===== config.mk =====
export PLATFORM = sky130hd
export DESIGN_NAME = uart_rx
export DESIGN_NICKNAME = d
export VERILOG_FILES = /design/src/rtl/uart_pkg.sv /design/src/rtl/uart_rx_sync.sv /design/src/rtl/uart_rx.sv
export SDC_FILE = /design/constraint.sdc
export NUM_CORES = 1
export LEC_CHECK = 0
export ABC_AREA = 1
export BUFFER_PORTS_ARGS = -buffer_cell sky130_fd_sc_hd__clkbuf_2
export CAP_MARGIN = 20
export CORE_UTILIZATION = 29
export DETAILED_ROUTE_END_ITERATION = 10
export SKIP_LAST_GASP = 1
export SLEW_MARGIN = 40
export SYNTH_ARGS = -nofsm -noshare
export SYNTH_HDL_FRONTEND = slang
export SYNTH_SLANG_ARGS = --single-unit

===== constraint.sdc =====
create_clock -name clk_baud -period 1.6 [get_ports clk_baud]
set_input_delay 0 -clock clk_baud [delete_from_list [all_inputs] [get_ports clk_baud]]
set_output_delay 0 -clock clk_baud [all_outputs]
set_load 0.02 [all_outputs]

===== src/rtl/uart_pkg.sv =====
// rtl/uart_pkg.sv - shared UART receiver types and constants
package uart_pkg;

  typedef enum logic [2:0] {
    S_IDLE,
    S_START,
    S_DATA,
    S_PARITY,
    S_STOP
  } state_e;

  localparam logic START_BIT      = 1'b0;
  localparam logic STOP_BIT       = 1'b1;
  localparam int   DEF_WIDTH      = 8;
  localparam int   DEF_OVERSAMPLE = 16;

endpackage


===== src/rtl/uart_rx_sync.sv =====
// rtl/uart_rx_sync.sv - two-flop line synchronizer with falling-edge detect
// All flops reset to the idle-high line level so reset itself never looks like a start edge.
module uart_rx_sync (
  input  logic i_clk,
  input  logic i_rst,
  input  logic i_rx,
  output logic o_rx,
  output logic o_fall
);

  logic r_meta;
  logic r_sync;
  logic r_prev;

  always_ff @(posedge i_clk) begin
    if (i_rst) begin
      r_meta <= 1'b1;
      r_sync <= 1'b1;
      r_prev <= 1'b1;
    end else begin
      r_meta <= i_rx;
      r_sync <= r_meta;
      r_prev <= r_sync;
    end
  end

  assign o_rx   = r_sync;
  assign o_fall = r_prev & ~r_sync;

endmodule


===== src/rtl/uart_rx.sv =====
// rtl/uart_rx.sv - oversampling UART receiver with valid/ready output and error flags
// Define UART_RX_PARITY_EN to expect an even-parity bit between the data bits and the stop bit.
module uart_rx
  import uart_pkg::*;
#(
  parameter int WIDTH      = DEF_WIDTH,
  parameter int OVERSAMPLE = DEF_OVERSAMPLE
) (
  input  logic             clk_baud,
  input  logic             rst,
  input  logic             rx_in,
  input  logic             rx_ready,
  output logic [WIDTH-1:0] rx_data,
  output logic             rx_valid,
  output logic             parity_err,
  output logic             frame_err,
  output logic             overrun
);

  localparam int TW = $clog2(OVERSAMPLE);
  localparam int BW = (WIDTH > 1) ? $clog2(WIDTH) : 1;

  logic w_rx;
  logic w_fall;

  uart_rx_sync u_sync (
    .i_clk  (clk_baud),
    .i_rst  (rst),
    .i_rx   (rx_in),
    .o_rx   (w_rx),
    .o_fall (w_fall)
  );

  state_e           r_state, w_state_nxt;
  logic [TW-1:0]    r_tick, w_tick_nxt;
  logic [BW-1:0]    r_bit, w_bit_nxt;
  logic [WIDTH-1:0] r_shift, w_shift_nxt;
  logic             r_perr_pend, w_perr_pend_nxt;
  logic             w_commit;
  logic             w_ferr_nxt;

  logic [WIDTH-1:0] r_data;
  logic             r_valid;
  logic             r_perr;
  logic             r_ferr;
  logic             r_ovr;

  logic w_half;
  logic w_full;
  assign w_half = (r_tick == TW'(OVERSAMPLE / 2 - 1));
  assign w_full = (r_tick == TW'(OVERSAMPLE - 1));

  always_ff @(posedge clk_baud) begin
    if (rst) begin
      r_state     <= S_IDLE;
      r_tick      <= '0;
      r_bit       <= '0;
      r_shift     <= '0;
      r_perr_pend <= 1'b0;
    end else begin
      r_state     <= w_state_nxt;
      r_tick      <= w_tick_nxt;
      r_bit       <= w_bit_nxt;
      r_shift     <= w_shift_nxt;
      r_perr_pend <= w_perr_pend_nxt;
    end
  end

  always_comb begin
    w_state_nxt     = r_state;
    w_tick_nxt      = r_tick + TW'(1);
    w_bit_nxt       = r_bit;
    w_shift_nxt     = r_shift;
    w_perr_pend_nxt = r_perr_pend;
    w_commit        = 1'b0;
    w_ferr_nxt      = 1'b0;
    case (r_state)
      S_IDLE: begin
        w_tick_nxt = '0;
        w_bit_nxt  = '0;
        if (w_fall) w_state_nxt = S_START;
      end
      S_START: begin
        if (w_half) begin
          w_tick_nxt  = '0;
          w_state_nxt = (w_rx == START_BIT) ? S_DATA : S_IDLE;
        end
      end
      S_DATA: begin
        if (w_full) begin
          w_tick_nxt  = '0;
          w_shift_nxt = (r_shift << 1) | WIDTH'(w_rx);
          if (r_bit == BW'(WIDTH - 1)) begin
            w_bit_nxt = '0;
`ifdef UART_RX_PARITY_EN
            w_state_nxt = S_PARITY;
`else
            w_state_nxt = S_STOP;
`endif
          end else begin
            w_bit_nxt = r_bit + BW'(1);
          end
        end
      end
`ifdef UART_RX_PARITY_EN
      S_PARITY: begin
        if (w_full) begin
          w_tick_nxt      = '0;
          w_perr_pend_nxt = (^r_shift) ^ w_rx;
          w_state_nxt     = S_STOP;
        end
      end
`endif
      S_STOP: begin
        if (w_full) begin
          w_tick_nxt  = '0;
          w_commit    = 1'b1;
          w_ferr_nxt  = (w_rx != STOP_BIT);
          w_state_nxt = S_IDLE;
        end
      end
      default: begin
        w_tick_nxt  = '0;
        w_state_nxt = S_IDLE;
      end
    endcase
  end

  // A commit coinciding with a handshake counts as consumed, so overrun only flags a lost word.
  always_ff @(posedge clk_baud) begin
    if (rst) begin
      r_data  <= '0;
      r_valid <= 1'b0;
      r_perr  <= 1'b0;
      r_ferr  <= 1'b0;
      r_ovr   <= 1'b0;
    end else if (w_commit) begin
      r_data  <= r_shift;
      r_valid <= 1'b1;
      r_perr  <= r_perr_pend;
      r_ferr  <= w_ferr_nxt;
      r_ovr   <= r_valid & ~rx_ready;
    end else if (r_valid && rx_ready) begin
      r_valid <= 1'b0;
      r_ovr   <= 1'b0;
    end
  end

  assign rx_data    = r_data;
  assign rx_valid   = r_valid;
  assign parity_err = r_perr;
  assign frame_err  = r_ferr;
  assign overrun    = r_ovr;

endmodule

Word level (Yosys, flattened, before mapping)
Index checks and enable logic that the tools add are counted.
{"block": "classes", "addsub": 2, "eq_ne": 11, "mux": 20, "bitwise_logic": 5, "reduce_logical": 8}
{"operator": "two-way mux 3 bit", "count": 7}
{"operator": "one-hot mux 3 bit (4 select lines)", "count": 1}
{"operator": "two-way mux 4 bit", "count": 2}
{"operator": "!= test 2 bit (second input constant)", "count": 4}
{"operator": "bitwise OR 8 x 1 -> 8 bit", "count": 1}
{"operator": "one-hot mux 4 bit (2 select lines)", "count": 1}
{"operator": "two-way mux 1 bit", "count": 7}
{"operator": "equality test 3 bit (second input constant)", "count": 2}
{"operator": "one-hot mux 3 bit (2 select lines)", "count": 1}
{"operator": "AND reduction 5 bit", "count": 1}
{"operator": "adder 4 x 1 -> 4 bit (second input constant)", "count": 1}
{"operator": "equality test 4 x 3 -> 1 bit (second input constant)", "count": 1}
{"operator": "equality test 4 bit (second input constant)", "count": 1}
{"operator": "AND reduction 2 bit", "count": 2}
{"operator": "nonzero test 2 bit", "count": 2}
{"operator": "adder 3 x 1 -> 3 bit (second input constant)", "count": 1}
{"operator": "equality test 3 x 1 -> 1 bit (second input constant)", "count": 1}
{"operator": "equality test 3 x 2 -> 1 bit (second input constant)", "count": 1}
{"operator": "zero test 3 bit", "count": 1}
{"operator": "bitwise AND 1 bit", "count": 2}
{"operator": "two-way mux 2 bit", "count": 1}
{"operator": "!= test 2 x 1 -> 1 bit (second input constant)", "count": 1}
{"operator": "inverter 1 bit", "count": 2}
{"operator": "OR reduction 2 bit", "count": 1}
{"operator": "logical AND 1 bit", "count": 1}
{"block": "word_totals", "ff_bits": 32, "in_bits": 4, "output_inout_bits": 12, "word_cells": 57}

Depth between registers and ports, before layout
Gate-level depths: netlist of the first run.
{"block": "depth", "word_depth": 4, "depth_mapped": 9, "mapped_depth_nobuf": 9}

Cells and area by module
From an unflattened synthesis of the first run, not the netlist that was laid out.
{"block": "hier_totals", "cells_unflattened": 175, "area_unflattened_um2": 1375.1}
{"mod": "uart_rx", "instances": 1, "cells_each": 163, "area_per_inst_um2": 1281.2}
{"mod": "uart_rx_sync", "instances": 1, "cells_each": 12, "area_per_inst_um2": 93.8}

Worst setup path before layout of the first run
Ideal clock, no wire load.
{"block": "synth_path", "path_type": "register to register", "from": "register r_tick[0]", "to": "register r_bit[0]", "arrival_time_ns": 1.158, "slack_ns": 0.372, "path_stages_with_launch": 7, "path_buffers": 0, "cell_sequence": "dfxtp_1 > ha_1 > nand3_4 > inv_1 > o21ai_0 > o21ai_0 > a21oi_1"}
{"block": "synth_between", "elab_chain_cells": 3}
{"element": "start: declaration", "line_no": "uart_rx.sv:35", "source": "logic [TW-1:0] r_tick, w_tick_nxt;"}
{"element": "start signal: assignment", "line_no": "uart_rx.sv:62", "source": "r_tick <= w_tick_nxt;"}
{"element": "equality test 4 bit", "line_no": "uart_rx.sv:51", "source": "assign w_full = (r_tick == TW'(OVERSAMPLE - 1));"}
{"element": "!= test 2 bit (no source line)"}
{"element": "AND reduction 2 bit (no source line)"}
{"element": "end signal: assignment", "line_no": "uart_rx.sv:63", "source": "r_bit <= w_bit_nxt;"}
{"element": "end: declaration", "line_no": "uart_rx.sv:36", "source": "logic [BW-1:0] r_bit, w_bit_nxt;"}
No other way between the ends.
A chain may end at the register's enable or synchronous reset.

Final worst setup path of the first run
Same ends and word-level chain as after synthesis.

==> impl_metrics.env, run 1 <==
export IMPL_min_from="rx_ready"
export IMPL_ys_seq_area_share_pct=47.0
export IMPL_fill_cells=475
export IMPL_arrival_ns=1.65
export IMPL_n_antenna_cell=0
export IMPL_finalCritPeriodShare_pct=89.5
export IMPL_cap_viol_max_count=0
export IMPL_design_area_mm2=0.00157
export IMPL_h_tree_depth=2
export IMPL_hold_violations=0
export IMPL_dieArea_mm2=0.00498
export IMPL_first_pass_iters=7
export IMPL_ys_types=29
export IMPL_finalHoldWorstSlack_ns=0.0192
export IMPL_placed_area_mm2=0.00146
export IMPL_async_flop_share_pct=0
export IMPL_syn_nets=176
export IMPL_drtIter0Drc=39
export IMPL_synth_edf_count=0
export IMPL_rows=24
export IMPL_core_area_mm2=0.00444
export IMPL_numCtsBuffers=5
export IMPL_slew_viol_final=0
export IMPL_clock_skew_ns=0.00551
export IMPL_vias=1076
export IMPL_final_common_cell="nor2_1"
export IMPL_fp_dieH_um=70.6
export IMPL_leakagePower_nw=0.750
export IMPL_cts_root_buffer="clkbuf_8"
export IMPL_grt_max_degree=24
export IMPL_area_growth_pct=14.9
export IMPL_synth_area_mm2=0.00136
export IMPL_placedCellCount=230
export IMPL_path_class="reg2reg"
export IMPL_required_ns=1.82
export IMPL_startpoint="r_tick[0]"
export IMPL_drc_errors=3
export IMPL_grt_pass1_wl_um=4510
export IMPL_via_per_inst=4.52
export IMPL_ant_nets=0
export IMPL_outcome="complete, but fails checks"
export IMPL_synth_top_area_share_pct=47.0
export IMPL_worstRegToRegCells=6
export IMPL_synth_top_area_cell="dfxtp_1"
export IMPL_power_density_mw_per_mm2=1370
export IMPL_syn_inst=169
export IMPL_drt_total_wl_um=2620
export IMPL_setup_viol=0
export IMPL_post_cts_setup_buffers=0
export IMPL_track_usage_pct=11.9
export IMPL_start_util_pct=30.7
export IMPL_vdd_ir_drop_max_uv=651
export IMPL_dp_hpwl_um=1800
export IMPL_hp_class="in2reg"
export IMPL_port_buffers=14
export IMPL_crit_path_end_kind="flip-flop"
export IMPL_fin_crit_ns=1.43
export IMPL_layout_common_cells="38 x nor2_1, 32 x dfxtp_1, 19 x o21ai_0"
export IMPL_avgSynthCellArea_um2=8.07
export IMPL_crit_path_max_fanout=4
export IMPL_ys_seq_elements=32
export IMPL_clk_pin_slew_ns=0.06
export IMPL_r2r_start="r_tick[0]"
export IMPL_synth_main_ff_cell="dfxtp_1"
export IMPL_routedWlPerCell_um=11.0
export IMPL_io_pins=16
export IMPL_seqCellArea_um2=641
export IMPL_setup_tns_ns=0
export IMPL_cp_start_kind="flip-flop"
export IMPL_clk_path_buf_depth=2
export IMPL_drive_gt1_share_pct=22.0
export IMPL_die_x_um=70.6
export IMPL_insertion_delay_ns=0.28
export IMPL_grt_antenna_before_repair=0
export IMPL_layout_nets=193
export IMPL_grt_overflow=0
export IMPL_gp_congestion=0.785
export IMPL_yosysWarnings=0
export IMPL_multi_input_area_um2=613
export IMPL_ys_top_cells_by_area="dfxtp_1 47%, nor2_1 10%, o21ai_0 7.0%, nand2_1 4.1%, inv_1 3.6%"
export IMPL_rsz0062_at_grt="no"
export IMPL_clock_sinks=32
export IMPL_whs_path_depth=4
export IMPL_cts_tree="done"
export IMPL_instances_no_fill=238
export IMPL_timing_fmax_mhz=699
export IMPL_grt_pass1_vias=944
export IMPL_violations="DRC"
[state kept, by name, indices dropped and copies added (netlist names)]
signal	cells
overrun	1
rx_valid	1
u_sync.r_meta	1
r_tick	4
rx_data	8
u_sync.r_prev	1
frame_err	1
r_bit	3
u_sync.o_rx	1
r_state	3
r_shift	8
[logic make-up after synthesis]
family | count (synthesis) | share of synthesized area (%)
fa+ha+maj | 3 | 2.75
compound gates | 30 | 11.7
buf+inv | 22 | 8.07
simple gates | 80 | 29.6
flops | 32 | 47.0
other cells | 1 | 0.275
xor+xnor | 1 | 0.642
[power by group]
| part | total (mW) | switching, mW | internal, mW | leakage, nW |
|---|---|---|---|---|
| sequential | 0.927 | 0.0839 | 0.844 | 0.259 |
| combinational | 0.551 | 0.357 | 0.195 | 0.440 |
| clock | 0.668 | 0.285 | 0.383 | 0.0503 |
[cells in the mapped netlist, types with 2 or more instances]
master,instances
nor2_1,38
dfxtp_1,32
o21ai_0,19
nand2_1,15
inv_1,13
a21oi_1,7
nand2_2,4
nand3_1,4
nand4_1,4
buf_6,3
ha_1,3
nand3b_1,3
nor2_4,3
clkbuf_1,2
inv_2,2
nand3_2,2
nor2_2,2
or2_2,2
[routing by layer]
layer | track usage (%) | wire, µm
met5 | 0 | 0
met4 | 6.67 | 56
met3 | 4.27 | 123
met2 | 14.8 | 978
met1 | 17.4 | 1470
[stage by stage]
step	setup WS, ns	util [%]	total power [mW]
after floorplan	0.372	-	1.42
after global placement	0.197	32.9	1.50
after detailed placement	0.145	32.9	1.49
after CTS	0.131	35.2	2.16
after global routing	0.00419	35.2	2.32
final	0.169	35.2	2.15
[final cells by class]
class | count | area share (%)
sequential | 32 | 40.9
multi-input combinational | 115 | 39.1
clock buffer | 7 | 6.15
timing repair buffer | 17 | 6.07
tap | 52 | 4.15
inverter | 15 | 3.59
[critical path, cell delays in order (launching register included)]
cell	delay, ns
dfxtp_1	0.32
ha_1	0.26
nand3_4	0.15
inv_1	0.07
o21ai_0	0.32
o21ai_0	0.13
a21oi_1	0.11
[worst paths after layout]
kind | to | slack [ns]
setup reg to reg | r_bit[0] | 0.17
setup / recovery | r_bit[0] | 0.17
hold reg to reg | frame_err | 0.44
hold / removal | rx_valid | 0.02
[what timing repair did]
action	CTS	global route
hold endpoints to repair	1	0
hold buffers	1	0
setup endpoints to repair	0	5
gates resized for setup	0	0
No activity file was read; power rests on OpenSTA's default activity.
==> run 2, diff against run 1 <==
--- a/config.mk
+++ b/config.mk
@@ -5,9 +5,9 @@
 export SDC_FILE = /design/constraint.sdc
 export NUM_CORES = 1
 export LEC_CHECK = 0
-export ABC_AREA = 1
 export BUFFER_PORTS_ARGS = -buffer_cell sky130_fd_sc_hd__clkbuf_2
 export CAP_MARGIN = 20
+export CORE_MARGIN = 3
 export CORE_UTILIZATION = 29
 export DETAILED_ROUTE_END_ITERATION = 10
 export SKIP_LAST_GASP = 1
==> constraint.sdc (replaced) <==
create_clock -name clk_baud -period 1.76 [get_ports clk_baud]
set_input_delay 0 -clock clk_baud [delete_from_list [all_inputs] [get_ports clk_baud]]
set_output_delay 0 -clock clk_baud [all_outputs]
set_load 0.02 [all_outputs]
==> run 2 against run 1 <==
Effect of this change: the flow now finishes without violations; sequential share of layout area shrank 1.2 points; setup slack got worse by 0.010 ns; clock skew is 0.0021 ns higher; critical endpoint is now rx_data[1].
==> impl_metrics.env, run 2 <==
export IMPL_cap_viol_max_count=0
export IMPL_synth_top_area_cell="dfxtp_1"
export IMPL_ys_seq_area_share_pct=46.1
export IMPL_met1_length_um=1120
export IMPL_synth_most_common_cell="dfxtp_1"
export IMPL_via_per_inst=4.93
export IMPL_core_area_mm2=0.00447
export IMPL_final_core_util_pct=36.2
export IMPL_yosysWarnings=0
export IMPL_power_switching_uw=382
export IMPL_internal_power_mw=1.14
export IMPL_hold_violations=0
export IMPL_netlist_top_cells_count="32 x dfxtp_1, 22 x nor2_1, 19 x mux2i_1"
export IMPL_first_pass_iters=4
export IMPL_cp_start_kind="flip-flop"
export IMPL_finalHoldWorstSlack_ns=0.251
export IMPL_vdd_ir_drop_max_uv=363
export IMPL_insertion_delay_ns=0.28
export IMPL_slowest_delay_ns=0.37
export IMPL_grt_overflow=0
export IMPL_combPwrFrac_pct=12.9
export IMPL_placedCellCount=193
export IMPL_crit_buf_inv=1
export IMPL_clock_sinks=32
export IMPL_instances_no_fill=203
export IMPL_clock_skew_ns=0.00760
export IMPL_ant_nets=0
export IMPL_routedWlPerCell_um=13.0
export IMPL_wl_met3_um=92
export IMPL_finalCritPeriodShare_pct=91.0
export IMPL_p_seq_share_pct=49.3
export IMPL_ys_types=35
export IMPL_cts_tree="done"
export IMPL_setup_ws_ns=0.158
export IMPL_drc_errors=0
export IMPL_setup_tns_ns=0
export IMPL_grt_antenna_before_repair=0
export IMPL_wl_met2_um=1370
export IMPL_vias=1001
export IMPL_fill_cells=446
export IMPL_worst_slew_pin_slew_ns=0.513
export IMPL_port_buffers=14
export IMPL_outcome="finished, final reports clean"
export IMPL_layout_common_cells="31 x dfxtp_1, 22 x nor2_1, 19 x mux2i_1"
export IMPL_syn_nets=139
export IMPL_path_class="reg2reg"
export IMPL_pre_cts_ws_ns=0.0389
export IMPL_rows=24
export IMPL_clk_path_buf_depth=2
export IMPL_start_util_pct=31.0
export IMPL_drt_total_wl_um=2640
export IMPL_rsz0062_at_grt="no"
export IMPL_placed_area_mm2=0.00149
export IMPL_required_ns=1.91
export IMPL_avgSynthCellArea_um2=10.5
export IMPL_fp_dieH_um=75.2
export IMPL_grt_max_degree=28
export IMPL_p_total_mw=1.52
export IMPL_die_x_um=75.2
export IMPL_gp_congestion=0.744
export IMPL_fin_crit_ns=1.60
export IMPL_layout_nets=157
export IMPL_power_density_mw_per_mm2=940
export IMPL_clk_pin_slew_ns=0.06
export IMPL_dp_hpwl_um=1820
export IMPL_ys_top_cells_by_area="dfxtp_1 46%, mux2i_1 14%, nor2_1 5.9%, nor4b_4 3.4%, buf_6 3.2%"
export IMPL_final_common_cell="dfxtp_1"
export IMPL_dieArea_mm2=0.00566
export IMPL_hp_class="in2reg"
export IMPL_synth_top_area_share_pct=46.1
export IMPL_syn_inst=132
export IMPL_h_tree_depth=2
export IMPL_leakagePower_nw=0.627
export IMPL_area_growth_pct=16.6
export IMPL_design_area_mm2=0.00162
export IMPL_clkPwrFrac_pct=37.8
export IMPL_ys_seq_elements=32
export IMPL_n_antenna_cell=0
export IMPL_numCtsBuffers=5
export IMPL_slew_headroom_pct=65.8
export IMPL_setup_viol=0
export IMPL_grt_pass1_wl_um=4360
export IMPL_synth_main_ff_cell="dfxtp_1"
export IMPL_switching_share_pct=25.1
export IMPL_seqCellArea_um2=642
export IMPL_crit_path_end_kind="flip-flop"
export IMPL_crit_chain="ha_4 -> nand3_2 -> nor4b_4 -> buf_12 -> mux2i_1 -> nor2_1"
export IMPL_timing_fmax_mhz=624
export IMPL_synth_area_mm2=0.00139
export IMPL_multi_input_area_um2=666
export IMPL_io_pins=16
export IMPL_cp_top_family="simple AND/OR/NAND/NOR gates"
export IMPL_post_cts_setup_buffers=0
export IMPL_cts_root_buffer="clkbuf_8"
export IMPL_grt_pass1_vias=997
export IMPL_async_flop_share_pct=0
export IMPL_track_usage_pct=10.4
export IMPL_drtIter0Drc=34
export IMPL_drive_gt1_share_pct=23.8
export IMPL_arrival_ns=1.75
export IMPL_slew_viol_final=0
export IMPL_top_layer="met4"
export IMPL_crit_path_max_fanout=8
export IMPL_synth_edf_count=0
export IMPL_slowest_stage="dfxtp_1"
==> run 2: cell types whose count changed in the layout (fill, tap and decap cells not counted), sizes merged, moves of 3 or more <==
cell,previous run,this run
nor2,43,22
mux2i,0,19
o21ai,20,2
nand2,19,3
inv,15,3
a21oi,8,4
nand4,4,1
==> run 2: layout make-up <==
cell class / instances / share of cell area, %
multi-input cells: 88 / 41.1
clock buffers: 8 / 5.56
inverters: 3 / 0.696
well taps: 52 / 4.02
flip-flops and latches: 32 / 39.6
repair buffers: 20 / 8.96
==> run 2: power by group through the flow <==
stage / sequential (mW) / clock [mW] / combinational, mW
after floorplan: 0.763 / 0 / 0.164
after global placement: 0.764 / 0 / 0.173
after detailed placement: 0.765 / 0 / 0.184
after CTS: 0.749 / 0.596 / 0.188
after global routing: 0.752 / 0.631 / 0.209
final: 0.750 / 0.576 / 0.196
==> run 2: path summary, 6_finish.rpt <==
check | startpoint | to | slack [ns] | cells after the start
worst max register to register | r_tick[1] | rx_data[1] | 0.16 | 6
worst min-delay path | rst | r_bit[2] | 0.25 | 2
worst max-delay path | r_tick[1] | rx_data[1] | 0.16 | 6
worst min register to register | u_sync.r_meta | u_sync.o_rx | 0.42 | 1
==> run 2: what timing repair did <==
item | in CTS | in global routing
endpoints found under the hold margin | 2 | 0
hold buffers | 2 | 0
endpoints found under the setup margin | 0 | 5
resized for setup | 0 | 4
==> run 2: cell families after synthesis <==
logic type | share of synthesized area, %
and+or+nand+nor | 21.5
DFF | 46.1
muxes | 13.7
AOI/OAI and AO/OA | 5.77
buffers and inverters | 7.39
xor gates and xnor gates | 2.52
adders and majority gates | 2.70
other | 0.270
==> run 2: layer usage <==
metal,vias up,global-route usage (%)
met1,492,11.2
met3,7,4.41
met5,-,0
met2,14,17.5
li1,488,-
met4,0,5.24
==> run 3, diff against run 2 <==
--- a/config.mk
+++ b/config.mk
@@ -7,9 +7,12 @@
 export LEC_CHECK = 0
 export BUFFER_PORTS_ARGS = -buffer_cell sky130_fd_sc_hd__clkbuf_2
 export CAP_MARGIN = 20
+export CELL_PAD_IN_SITES_DETAIL_PLACEMENT = 1
+export CELL_PAD_IN_SITES_GLOBAL_PLACEMENT = 2
 export CORE_MARGIN = 3
 export CORE_UTILIZATION = 29
 export DETAILED_ROUTE_END_ITERATION = 10
+export PLACE_DENSITY_LB_ADDON = 0.1
 export SKIP_LAST_GASP = 1
 export SLEW_MARGIN = 40
 export SYNTH_ARGS = -nofsm -noshare
==> run 3 against run 2 <==
Effect of this change: clock skew down 0.0051 ns; first-iteration DRC count shrank 8.8%; hold slack got worse by 0.23 ns; clock-buffer cell count decreased by 2; critical endpoint is now r_shift[3]; largest power group unchanged; highest routed layer unchanged.
==> impl_metrics.env, run 3 (same netlist as run 2, synthesis figures left out) <==
export IMPL_outcome="finished, final reports clean"
export IMPL_fill_cells=514
export IMPL_cts_tree="done"
export IMPL_layout_common_cells="32 x dfxtp_1, 22 x nor2_1, 19 x mux2i_1"
export IMPL_drtIter0Drc=31
export IMPL_insertion_delay_ns=0.28
export IMPL_r2r_slack_ns=0.15
export IMPL_slew_viol_final=0
export IMPL_met1_length_um=1320
export IMPL_track_usage_pct=10.9
export IMPL_ant_nets=0
export IMPL_wl_met3_um=103
export IMPL_wl_met2_um=1210
export IMPL_leakagePower_nw=0.634
export IMPL_area_growth_pct=15.1
export IMPL_r2r_end="r_shift[3]"
export IMPL_n_antenna_cell=0
export IMPL_final_core_util_pct=35.7
export IMPL_rows=24
export IMPL_clock_sinks=32
export IMPL_cts_root_buffer="clkbuf_8"
export IMPL_r2r_start="r_tick[0]"
export IMPL_first_pass_iters=4
export IMPL_grt_pass1_vias=1016
export IMPL_whs_path_depth=2
export IMPL_start_util_pct=31.0
export IMPL_top_layer="met4"
export IMPL_worstRegToRegCells=6
export IMPL_design_area_mm2=0.00160
export IMPL_hold_violations=0
export IMPL_path_class="reg2reg"
export IMPL_numCtsBuffers=5
export IMPL_routedWlPerCell_um=13.1
export IMPL_dieArea_mm2=0.00566
export IMPL_gp_congestion=0.715
export IMPL_power_density_mw_per_mm2=918
export IMPL_layout_nets=159
export IMPL_core_area_mm2=0.00447
export IMPL_drt_total_wl_um=2680
export IMPL_drive_gt1_share_pct=23.7
export IMPL_setup_tns_ns=0
export IMPL_crit_path_end_kind="flip-flop"
export IMPL_clk_pin_slew_ns=0.06
export IMPL_finalCritPeriodShare_pct=91.3
export IMPL_grt_pass1_wl_um=4660
export IMPL_io_pins=16
export IMPL_startpoint="r_tick[0]"
export IMPL_required_ns=1.93
export IMPL_setup_viol=0
export IMPL_fp_dieH_um=75.2
export IMPL_clk_path_buf_depth=2
export IMPL_port_buffers=14
export IMPL_drc_errors=0
export IMPL_via_per_inst=4.79
export IMPL_fin_crit_ns=1.61
export IMPL_dp_hpwl_um=1920
export IMPL_post_cts_setup_buffers=0
export IMPL_clock_skew_ns=0.00249
export IMPL_vdd_ir_drop_max_uv=357
export IMPL_h_tree_depth=2
export IMPL_cp_start_kind="flip-flop"
export IMPL_die_x_um=75.2
export IMPL_rsz0062_at_grt="no"
export IMPL_crit_path_max_fanout=11
export IMPL_placed_area_mm2=0.00149
export IMPL_arrival_ns=1.77
export IMPL_min_from="rst"
export IMPL_whs_endpoint="r_bit[2]"
export IMPL_final_common_cell="dfxtp_1"
export IMPL_grt_max_degree=22
export IMPL_grt_antenna_before_repair=0
export IMPL_hp_class="in2reg"
export IMPL_vias=977
export IMPL_grt_overflow=0
export IMPL_cap_viol_max_count=0
export IMPL_timing_fmax_mhz=622
## run 3: final cells by class
cell class	instances	area, µm²	area share, %
sequential	32	641	40.1
inverter	3	11.3	0.704
clock inverter	1	5.00	0.313
tap	52	65.1	4.07
timing repair buffer	22	151	9.47
clock buffer	6	72.6	4.54
multi-input combinational	88	653	40.8
## run 3: metal layers
metal	track usage [%]	vias to the layer above
li1	-	491
met1	13.7	464
met2	17.2	16
met3	3.20	6
met4	5.24	0
met5	0	-
## run 3: what timing repair did
action / CTS / global route
gates resized for setup: 0 / 2
hold buffers: 2 / 0
endpoints found under the setup margin: 0 / 3
hold endpoints to repair: 2 / 0
## run 3: how the worst max path moves through the flow
| stage | endpoint | slack [ns] |
|---|---|---|
| after detailed placement | r_state[1] | 0.11 |
| final | r_shift[3] | 0.15 |
| after floorplan | r_shift[2] | 0.23 |
| after CTS | r_state[1] | 0.09 |
| after global routing | r_shift[3] | 0.002 |
| after global placement | r_shift[1] | 0.18 |
## run 3: per-stage QoR
| stage | std cells | hold slack [ns] | setup WS (ns) | power (mW) |
|---|---|---|---|---|
| floorplan | 132 | 0.0982 | 0.232 | 0.927 |
| global placement | 195 | 0.185 | 0.178 | 0.951 |
| detailed placement | 195 | 0.187 | 0.107 | 0.955 |
| CTS | 204 | 0.00933 | 0.0891 | 1.49 |
| global route | 204 | 0.0208 | 0.00207 | 1.55 |
| finish | 204 | 0.0169 | 0.153 | 1.47 |
## run 3: critical path: stages (launching register included)
cell,delay (ns)
dfxtp_1,0.35
ha_1,0.25
nand3_2,0.15
nor4b_4,0.29
buf_6,0.20
mux2i_1,0.20
nor2_1,0.05
## run 3: power breakdown
group / switching [mW] / internal [mW] / total (mW)
sequential: 0.0126 / 0.740 / 0.753
clock: 0.252 / 0.268 / 0.520
combinational: 0.113 / 0.0829 / 0.196
